## config.mk

```make
export PLATFORM = sky130hd
export DESIGN_NAME = core_mmio_uart_bridge
export DESIGN_NICKNAME = d
export VERILOG_FILES = /design/src/rtl/core_mmio_pkg.sv /design/src/rtl/mmio_sync_fifo.sv /design/src/rtl/core_mmio_uart_bridge.sv
export SDC_FILE = /design/constraint.sdc
export NUM_CORES = 1
export LEC_CHECK = 0
export ABC_AREA = 1
export CAP_MARGIN = 20
export CORE_MARGIN = 2
export CORE_UTILIZATION = 40
export CTS_BUF_LIST = sky130_fd_sc_hd__clkbuf_4 sky130_fd_sc_hd__clkbuf_8
export DETAILED_ROUTE_END_ITERATION = 10
export PLACE_DENSITY = 0.7
export REMOVE_ABC_BUFFERS = 1
export SLEW_MARGIN = 0
export SYNTH_ARGS = -nofsm -noshare
export SYNTH_HDL_FRONTEND = slang
export SYNTH_SLANG_ARGS = --single-unit
```

## constraint.sdc

```tcl
create_clock -name i_clk -period 2.1 [get_ports i_clk]
set_input_delay 0.21 -clock i_clk [delete_from_list [all_inputs] [get_ports i_clk]]
set_output_delay 0.21 -clock i_clk [all_outputs]
set_load 0.01 [all_outputs]
```

## src/rtl/core_mmio_pkg.sv

```systemverilog
// Shared definitions for the MMIO UART bridge: register selects (addr[3:2]),
// STATUS bit positions and the packed STATUS layout.
package core_mmio_pkg;

  localparam logic [1:0] OFS_STATUS = 2'd0;
  localparam logic [1:0] OFS_RXDATA = 2'd1;
  localparam logic [1:0] OFS_TXDATA = 2'd2;
  localparam logic [1:0] OFS_IRQEN  = 2'd3;

  localparam int ST_RX_NONEMPTY = 0;
  localparam int ST_TX_NOTFULL  = 1;
  localparam int ST_TX_EMPTY    = 2;

  typedef struct packed {
    logic [7:0] rsvd_hi;
    logic [7:0] tx_count;
    logic [7:0] rx_count;
    logic [4:0] rsvd_lo;
    logic       tx_empty;
    logic       tx_notfull;
    logic       rx_nonempty;
  } status_t;

endpackage

```

## src/rtl/mmio_sync_fifo.sv

```systemverilog
// Single-clock FIFO with power-of-2 depth and an occupancy count.
// The caller guarantees push is legal, i.e. not full unless it pops in the same cycle.
module mmio_sync_fifo #(
  parameter int WIDTH = 8,
  parameter int DEPTH = 4,
  localparam int AW = $clog2(DEPTH),
  localparam int CW = AW + 1
) (
  input  logic             i_clk,
  input  logic             i_rst_n,
  input  logic             i_push,
  input  logic [WIDTH-1:0] i_wdata,
  input  logic             i_pop,
  output logic [WIDTH-1:0] o_rdata,
  output logic             o_full,
  output logic             o_empty,
  output logic [CW-1:0]    o_count
);

  logic [WIDTH-1:0] mem_q [DEPTH];
  logic [AW-1:0]    wptr_q, wptr_d, rptr_q, rptr_d;
  logic [CW-1:0]    count_q, count_d;

  // Next pointer and count; pointers wrap naturally at the power-of-2 depth.
  always_comb begin
    wptr_d  = wptr_q;
    rptr_d  = rptr_q;
    if (i_push) begin
      wptr_d = wptr_q + AW'(1);
    end else begin
      wptr_d = wptr_q;
    end
    if (i_pop) begin
      rptr_d = rptr_q + AW'(1);
    end else begin
      rptr_d = rptr_q;
    end
    count_d = count_q + CW'(i_push) - CW'(i_pop);
  end

  // Pointer, count and storage registers.
  always_ff @(posedge i_clk or negedge i_rst_n) begin
    if (!i_rst_n) begin
      wptr_q  <= '0;
      rptr_q  <= '0;
      count_q <= '0;
      for (int i = 0; i < DEPTH; i++) mem_q[i] <= '0;
    end else begin
      wptr_q  <= wptr_d;
      rptr_q  <= rptr_d;
      count_q <= count_d;
      if (i_push) mem_q[wptr_q] <= i_wdata;
    end
  end

  assign o_rdata = mem_q[rptr_q];
  assign o_full  = (count_q == CW'(DEPTH));
  assign o_empty = (count_q == CW'(0));
  assign o_count = count_q;

endmodule

```

## src/rtl/core_mmio_uart_bridge.sv

```systemverilog
// MMIO bridge between the core data port and a byte UART: STATUS/RXDATA/TXDATA window
// with TX/RX FIFOs. Define CORE_MMIO_UART_IRQ_EN to add the IRQ_EN register and o_irq.
module core_mmio_uart_bridge
  import core_mmio_pkg::*;
#(
  parameter int              XLEN      = 32,
  parameter logic [XLEN-1:0] MMIO_BASE = 32'h8000_0000,
  parameter int              TX_DEPTH  = 4,
  parameter int              RX_DEPTH  = 4
) (
  input  logic            i_clk,
  input  logic            i_rst_n,
  input  logic            i_req_valid,
  input  logic            i_req_write,
  input  logic [XLEN-1:0] i_req_addr,
  input  logic [XLEN-1:0] i_req_wdata,
  output logic            o_hit,
  output logic            o_stall,
  output logic [XLEN-1:0] o_rdata,
  output logic            o_rdata_valid,
  output logic [7:0]      o_tx_data,
  output logic            o_tx_valid,
  input  logic            i_tx_ready,
  input  logic [7:0]      i_rx_data,
  input  logic            i_rx_valid,
  output logic            o_rx_ready
`ifdef CORE_MMIO_UART_IRQ_EN
  ,
  output logic            o_irq
`endif
);

  localparam int TX_CW = $clog2(TX_DEPTH) + 1;
  localparam int RX_CW = $clog2(RX_DEPTH) + 1;

  logic             hit_s, rd_s, wr_s, tx_push_req_s, tx_push_s, tx_pop_s, rx_push_s, rx_pop_s;
  logic [1:0]       reg_sel_s;
  logic             tx_full_s, tx_empty_s, rx_full_s, rx_empty_s;
  logic [TX_CW-1:0] tx_count_s;
  logic [RX_CW-1:0] rx_count_s;
  logic [7:0]       rx_head_s;
  status_t          status_s;
  logic [XLEN-1:0]  rd_mux_s, rdata_d, rdata_q;
  logic             rdata_valid_d, rdata_valid_q;
  logic             unused_s;

  assign unused_s  = ^{i_req_wdata[XLEN-1:8], i_req_addr[1:0]};
  assign hit_s     = i_req_valid & (i_req_addr[XLEN-1:4] == MMIO_BASE[XLEN-1:4]);
  assign reg_sel_s = i_req_addr[3:2];
  assign rd_s      = hit_s & ~i_req_write;
  assign wr_s      = hit_s & i_req_write;

  // Stall uses only the registered full flag, so a same-cycle drain cannot release it.
  assign tx_push_req_s = wr_s & (reg_sel_s == OFS_TXDATA);
  assign tx_push_s     = tx_push_req_s & ~tx_full_s;
  assign tx_pop_s      = ~tx_empty_s & i_tx_ready;
  assign rx_pop_s      = rd_s & (reg_sel_s == OFS_RXDATA) & ~rx_empty_s;
  // A full RX FIFO still takes a UART byte when RXDATA frees a slot in the same cycle.
  assign rx_push_s     = i_rx_valid & (~rx_full_s | rx_pop_s);

  mmio_sync_fifo #(.WIDTH(8), .DEPTH(TX_DEPTH)) u_tx_fifo (
    .i_clk   (i_clk),
    .i_rst_n (i_rst_n),
    .i_push  (tx_push_s),
    .i_wdata (i_req_wdata[7:0]),
    .i_pop   (tx_pop_s),
    .o_rdata (o_tx_data),
    .o_full  (tx_full_s),
    .o_empty (tx_empty_s),
    .o_count (tx_count_s)
  );

  mmio_sync_fifo #(.WIDTH(8), .DEPTH(RX_DEPTH)) u_rx_fifo (
    .i_clk   (i_clk),
    .i_rst_n (i_rst_n),
    .i_push  (rx_push_s),
    .i_wdata (i_rx_data),
    .i_pop   (rx_pop_s),
    .o_rdata (rx_head_s),
    .o_full  (rx_full_s),
    .o_empty (rx_empty_s),
    .o_count (rx_count_s)
  );

`ifdef CORE_MMIO_UART_IRQ_EN
  logic [1:0] irq_en_d, irq_en_q;
  logic       irq_d, irq_q;

  // IRQ_EN write and interrupt level from the current FIFO state.
  always_comb begin
    if (wr_s && (reg_sel_s == OFS_IRQEN)) begin
      irq_en_d = i_req_wdata[1:0];
    end else begin
      irq_en_d = irq_en_q;
    end
    irq_d = (irq_en_q[0] & ~rx_empty_s) | (irq_en_q[1] & tx_empty_s);
  end

  // IRQ registers.
  always_ff @(posedge i_clk or negedge i_rst_n) begin
    if (!i_rst_n) begin
      irq_en_q <= 2'b00;
      irq_q    <= 1'b0;
    end else begin
      irq_en_q <= irq_en_d;
      irq_q    <= irq_d;
    end
  end

  assign o_irq = irq_q;
`endif

  // STATUS assembly and read mux, sampled before any RXDATA pop.
  always_comb begin
    status_s             = '0;
    status_s.rx_nonempty = ~rx_empty_s;
    status_s.tx_notfull  = ~tx_full_s;
    status_s.tx_empty    = tx_empty_s;
    status_s.rx_count    = 8'(rx_count_s);
    status_s.tx_count    = 8'(tx_count_s);
    rd_mux_s             = '0;
    case (reg_sel_s)
      OFS_STATUS: rd_mux_s = XLEN'(status_s);
      OFS_RXDATA: begin
        if (!rx_empty_s) begin
          rd_mux_s = XLEN'({1'b1, rx_head_s});
        end else begin
          rd_mux_s = '0;
        end
      end
      OFS_TXDATA: rd_mux_s = '0;
`ifdef CORE_MMIO_UART_IRQ_EN
      OFS_IRQEN:  rd_mux_s = XLEN'(irq_en_q);
`else
      OFS_IRQEN:  rd_mux_s = '0;
`endif
      default:    rd_mux_s = '0;
    endcase
    if (rd_s) begin
      rdata_d = rd_mux_s;
    end else begin
      rdata_d = '0;
    end
    rdata_valid_d = rd_s;
  end

  // Read-data registers, one-cycle latency.
  always_ff @(posedge i_clk or negedge i_rst_n) begin
    if (!i_rst_n) begin
      rdata_q       <= '0;
      rdata_valid_q <= 1'b0;
    end else begin
      rdata_q       <= rdata_d;
      rdata_valid_q <= rdata_valid_d;
    end
  end

  assign o_hit         = hit_s;
  assign o_stall       = tx_push_req_s & tx_full_s;
  assign o_rdata       = rdata_q;
  assign o_rdata_valid = rdata_valid_q;
  assign o_tx_valid    = ~tx_empty_s;
  assign o_rx_ready    = ~rx_full_s;

endmodule

```

* Word-level counts from Yosys, hierarchy flattened
Cells that the tools add are included.
Storage, ports and cells: register bits 111, bits in latches 0, memory bits (writable) 0, bits in read-only memories 0, bits of input ports 78, logic and storage cells 77, memories 0
Cells by class: add/sub/neg operators 8, $mul 0, divide/modulo/power cells 0, magnitude comparators 6, eq/ne operators 6, shift operators 0, muxes and demuxes 15, bitwise logic cells 20, reduce and logical (&&, ||, !) cells 6
Operator list (count):
- $pmux W32 S3 | 1
- $bwmux W32 | 2
- $mux W8 | 6
- $bmux W8 S2 | 2
- $demux W8 S2 | 2
- $mux W32 | 1
- $eq A28 B28 Y1 const B | 1
- $ge A3 B3 Y1 const B | 4
- $not A2 Y3 | 4
- $and A1 B1 Y1 | 10
- $mux W9 | 1
- $add A2 B1 Y2 const B | 4
- $add A3 B1 Y3 | 2
- $eq A3 B3 Y1 const B | 2
- $logic_not A3 Y1 | 2
- $lt A3 B1 Y1 const B | 2
- $sub A3 B1 Y3 | 2
- $not A1 Y1 | 5
- $eq A2 B2 Y1 const B | 2
- $eq A2 B1 Y1 const B | 1
- $logic_and A1 B1 Y1 | 2
- $logic_not A2 Y1 | 1
- $reduce_or A2 Y1 | 1
- $or A1 B1 Y1 | 1

* Logic depth before layout (Yosys ltp)
depth in word-level cells 9, gate-level depth with buffers 15, mapped depth without buffers 14

* By module
Synthesis repeated with hierarchy kept, for this count alone.
Unflattened totals: cells, all modules 602, area total of the unflattened synthesis 4901.0 µm²
Modules (own cells, without submodules):
- mmio_sync_fifo | instances 2, cells each 244, area an instance 2018.2 µm², seq. area each 975.9 µm²
- core_mmio_uart_bridge | instances 1, cells each 114, area an instance 864.6 µm², seq. area each 375.4 µm²

* Worst setup path before layout
OpenSTA, ideal clock, no wires.
kind register to register, from reg u_rx_fifo.count_q[1] (netlist: u_rx_fifo.o_count[1]), to reg u_rx_fifo.count_q[2] (netlist: u_rx_fifo.o_count[2]), setup time 0.122 ns, data arrival time 2.032 ns, data required time 1.978 ns, slack -0.053 ns, cell stages (with the launch flop) 12, path buffers 1, period minus slack after synthesis 2.153 ns, path through dfrtp_1 -> nor3_1 -> nor3_1 -> nand3_2 -> nand2_2 -> buf_6 -> nand2_1 -> inv_2 -> ha_1 -> inv_1 -> fa_1 -> xor2_1
On the way: word-level cells in the longest chain between the ends 7, elaborated cells between the ends (all ways) 9, those cells by class add/sub (2); eq/ne (1); bitwise (5); reduce/logical (1)
Ends and longest elaborated chain:
- start, declared | line mmio_sync_fifo.sv:22 | logic [CW-1:0] count_q, count_d;
- start signal, assigned | line mmio_sync_fifo.sv:51 | count_q <= count_d;
- $logic_not A3 Y1 | line mmio_sync_fifo.sv:58 | assign o_empty = (count_q == CW'(0));
- $not A1 Y1 | line core_mmio_uart_bridge.sv:57 | assign rx_pop_s = rd_s & (reg_sel_s == OFS_RXDATA) & ~rx_empty_s;
- $and A1 B1 Y1 | line core_mmio_uart_bridge.sv:57
- $or A1 B1 Y1 * | line core_mmio_uart_bridge.sv:59 | assign rx_push_s = i_rx_valid & (~rx_full_s | rx_pop_s);
- $and A1 B1 Y1 * | line core_mmio_uart_bridge.sv:59
- named net rx_push_s | line core_mmio_uart_bridge.sv:36 | logic hit_s, rd_s, wr_s, tx_push_req_s, tx_push_s, tx_pop_s, rx_push_s, rx_pop_s;
- $add A3 B1 Y3 * | line mmio_sync_fifo.sv:38 | count_d = count_q + CW'(i_push) - CW'(i_pop);
- $sub A3 B1 Y3 * | line mmio_sync_fifo.sv:38
- named net u_rx_fifo.count_d[2] | line mmio_sync_fifo.sv:22
Mark *: on every way through the listed nets, which the timed path passes. The rest lies on a longest branch. A chain may end at the register's enable or synchronous reset.

* Final worst setup path
from reg u_rx_fifo.count_q[2] (netlist: u_rx_fifo.o_count[2]), to reg u_rx_fifo.count_q[1] (netlist: u_rx_fifo.o_count[1])
On the way: word-level cells in the longest chain between the ends 7, elaborated cells between the ends (all ways) 9, those cells by class add/sub (2); eq/ne (1); bitwise (5); reduce/logical (1)
Ends and longest elaborated chain (line):
- $logic_not A3 Y1 * | mmio_sync_fifo.sv:58
- $not A1 Y1 * | core_mmio_uart_bridge.sv:57
- $and A1 B1 Y1 * | core_mmio_uart_bridge.sv:57
- named net rx_pop_s | core_mmio_uart_bridge.sv:36
- $or A1 B1 Y1 | core_mmio_uart_bridge.sv:59
- $and A1 B1 Y1 | core_mmio_uart_bridge.sv:59
- $add A3 B1 Y3 | mmio_sync_fifo.sv:38
- $sub A3 B1 Y3 * | mmio_sync_fifo.sv:38
- named net u_rx_fifo.count_d[1] | mmio_sync_fifo.sv:22
Marked as above.

==> results.sh <==
export IMPL_status="finished clean"
export IMPL_nFillCells=1041
export IMPL_ir_drop_mv=0.734
export IMPL_first_global_vias=4121
export IMPL_port_buffers=78
export IMPL_final_util_pct=54.7
export IMPL_clock_skew_ps=11.5
export IMPL_end_kind="flip-flop"
export IMPL_leakage_nw=3.19
export IMPL_postLayoutCellArea_um2=6320
export IMPL_max_cap_violations=0
export IMPL_grt_start_max_net_pins=43
export IMPL_fmax_mhz=487
export IMPL_ys_top_cells_by_area="dfrtp_1 (49%), nand2_1 (10%), nor2_1 (6.7%), o21a_1 (5.0%), nand4_1 (4.2%)"
export IMPL_antenna_cells=0
export IMPL_drtPass1Iterations=4
export IMPL_setup_ws_ps=44.6
export IMPL_rows=39
export IMPL_die_w_um=113
export IMPL_worstSetupPathType="reg2reg"
export IMPL_die_h_um=113
export IMPL_ant_nets=0
export IMPL_core_area_um2=11600
export IMPL_hp_class="in2async"
export IMPL_holdWs_ps=362
export IMPL_rsz0062_at_grt="true"
export IMPL_vias_per_cell=5.11
export IMPL_setup_viol=0
export IMPL_cp_max_fo=4
export IMPL_area_growth_pct=32.0
export IMPL_synth_most_common_cell="nand2_1"
export IMPL_reg2reg_from="u_rx_fifo.o_count[2]"
export IMPL_path_clk_slew_ps=90
export IMPL_ys_dominant_reg_cell="dfrtp_1"
export IMPL_power_density_nw_per_um2=962
export IMPL_ys_top_cells_by_count="nand2_1 (130), dfrtp_1 (93), nor2_1 (85)"
export IMPL_yosysTopAreaCell="dfrtp_1"
export IMPL_io_pins=123
export IMPL_clockBufferDepth=2
export IMPL_setup_tns_ps=0
export IMPL_rr_worst_depth=10
export IMPL_vias=4178
export IMPL_synth_seq_area_share_pct=48.6
export IMPL_post_drt_wl_per_cell_um=14.6
export IMPL_crit_path_frequent_cell="inv_2"
export IMPL_final_nets=762
export IMPL_start_util_pct=41.4
export IMPL_grt_first_pass_wirelength_mm=19.2
export IMPL_synth_edf_count=0
export IMPL_async_flop_share_pct=100
export IMPL_hold_viol=0
export IMPL_slew_viol_final=0
export IMPL_cts_sinks=93
export IMPL_antenna_found_initial=0
export IMPL_htree_levels=3
export IMPL_crit_chain="nor3_4, nor3_4, nand2_2, inv_2, ha_4, inv_4, ha_4, inv_2, fa_2, inv_2"
export IMPL_cp_required_ps=2370
export IMPL_finalCritPeriodShare_pct=97.9
export IMPL_drt_iter0_markers=255
export IMPL_grt_use_total_pct=18.7
export IMPL_min_period_ps=2060
export IMPL_numCtsBuffers=9
export IMPL_placed_cell_area_um2=5850
export IMPL_pre_cts_ws_ps=-652
export IMPL_synth_cell_types=32
export IMPL_worstMarginPinSlew_ps=535
export IMPL_critPathSlowestCell="fa_2"
export IMPL_route_detailed_drc=0
export IMPL_dp_hpwl_mm=8.08
export IMPL_startpoint_type="flip-flop"
export IMPL_synth_top_area_share_pct=48.6
export IMPL_relSlewSlack_pct=64.4
export IMPL_power_mw=6.08
export IMPL_drt_total_wl_mm=11.9
export IMPL_syn_inst=559
export IMPL_arrival_ps=2320
export IMPL_synth_seq_cells=93
export IMPL_r2r_end="u_rx_fifo.o_count[1]"
export IMPL_max_stage_delay_ps=520
export IMPL_place_gp_congestion=0.827
export IMPL_cts_tree="yes"
export IMPL_cts_root_buf="clkbuf_8"
export IMPL_reg2reg_slack_ps=40
export IMPL_drive_gt1_share_pct=14.7
export IMPL_dp_cells=791
export IMPL_stdcell_count=818
export IMPL_dieArea_um2=12900
export IMPL_yosys_warnings=0
export IMPL_synth_cell_area_um2=4790
export IMPL_avgSynthCellArea_um2=8.57
export IMPL_grt_overflow=0
export IMPL_clkLatencyLatePin_ps=370
cell usage in the layout (no fill, tap or decap), types with 7 or more instances in the layout:
cell type,count
o21ai_0,33
clkbuf_8,11
nand2_1,129
clkdlybuf4s50_1,39
buf_4,40
nand4_1,32
dfrtp_1,92
inv_2,7
dlymetal6s2s_1,20
inv_1,33
o21a_1,32
o22ai_1,11
nor2_1,82
conb_1,18
dlygate4sd2_1,18
ha_1,10
registers in the layout (all words and copies together) (netlist names):
register           flops
u_rx_fifo.rptr_q       2
u_rx_fifo.mem_q       32
u_tx_fifo.o_count      3
u_tx_fifo.rptr_q       2
o_rdata               14
o_rdata_valid          1
u_tx_fifo.mem_q       32
u_tx_fifo.wptr_q       2
u_rx_fifo.wptr_q       2
u_rx_fifo.o_count      3
worst max-delay path: cells and delay by family (launching register included):
kind	cells	cell delay [ps]
AND/OR/NAND/NOR	3	500
buffers and inverters	4	200
flip-flops	1	410
adder cells (fa/ha/maj)	3	840
area by class of cell:
type | instances | area, um^2 | area share [%]
well taps | 143 | 179 | 2.83
multi-input cells | 399 | 2200 | 34.8
clock buffers | 13 | 166 | 2.63
inverters | 42 | 160 | 2.53
clock inverters | 3 | 67.6 | 1.07
repair buffers | 125 | 1220 | 19.3
flip-flops and latches | 93 | 2330 | 36.8
logic make-up after synthesis:
group	share of synthesized area [%]
buffers and inverters	9.25
AOI/OAI and AO/OA	10.6
adders and majority gates	3.97
other	0.0783
DFF	48.6
and+or+nand+nor	26.4
xor gates and xnor gates	1.10
report_power, final:
group | switching, mW | internal, mW
Clock | 0.611 | 0.763
Sequential | 0.268 | 2.18
Combinational | 1.30 | 0.956
worst max path at each step:
stage / start / to / slack, ps / cells past startpoint
after floorplan: u_rx_fifo.o_count[1] / u_rx_fifo.o_count[2] / -350 / 10
after global placement: i_req_addr[25] / u_rx_fifo.o_count[2] / -510 / 14
after detailed placement: i_req_addr[25] / u_rx_fifo.o_count[2] / -650 / 14
after CTS: i_req_addr[27] / u_rx_fifo.o_count[2] / -30 / 13
after global routing: u_tx_fifo.o_count[2] / u_tx_fifo.o_count[2] / -50 / 9
final: u_rx_fifo.o_count[2] / u_rx_fifo.o_count[1] / 40 / 10
metal layers:
layer	part of all wire, %	vias up	routed length (um)	track usage (%)
li1	-	2005	-	-
met1	42	2007	5040	22.6
met2	50	135	5980	32.7
met3	4.5	31	538	4.09
met4	3.0	0	359	7.32
met5	0	-	0	0
repair_timing:
action                                 in CTS  in global routing
pin swaps                                  17                 22
endpoints found under the hold margin      38                  0
setup endpoints to repair                  13                 48
hold buffers                                1                  0
resized for setup                          28                 45
buffers inserted                            9                  3
No activity file was read; power rests on OpenSTA's default activity.
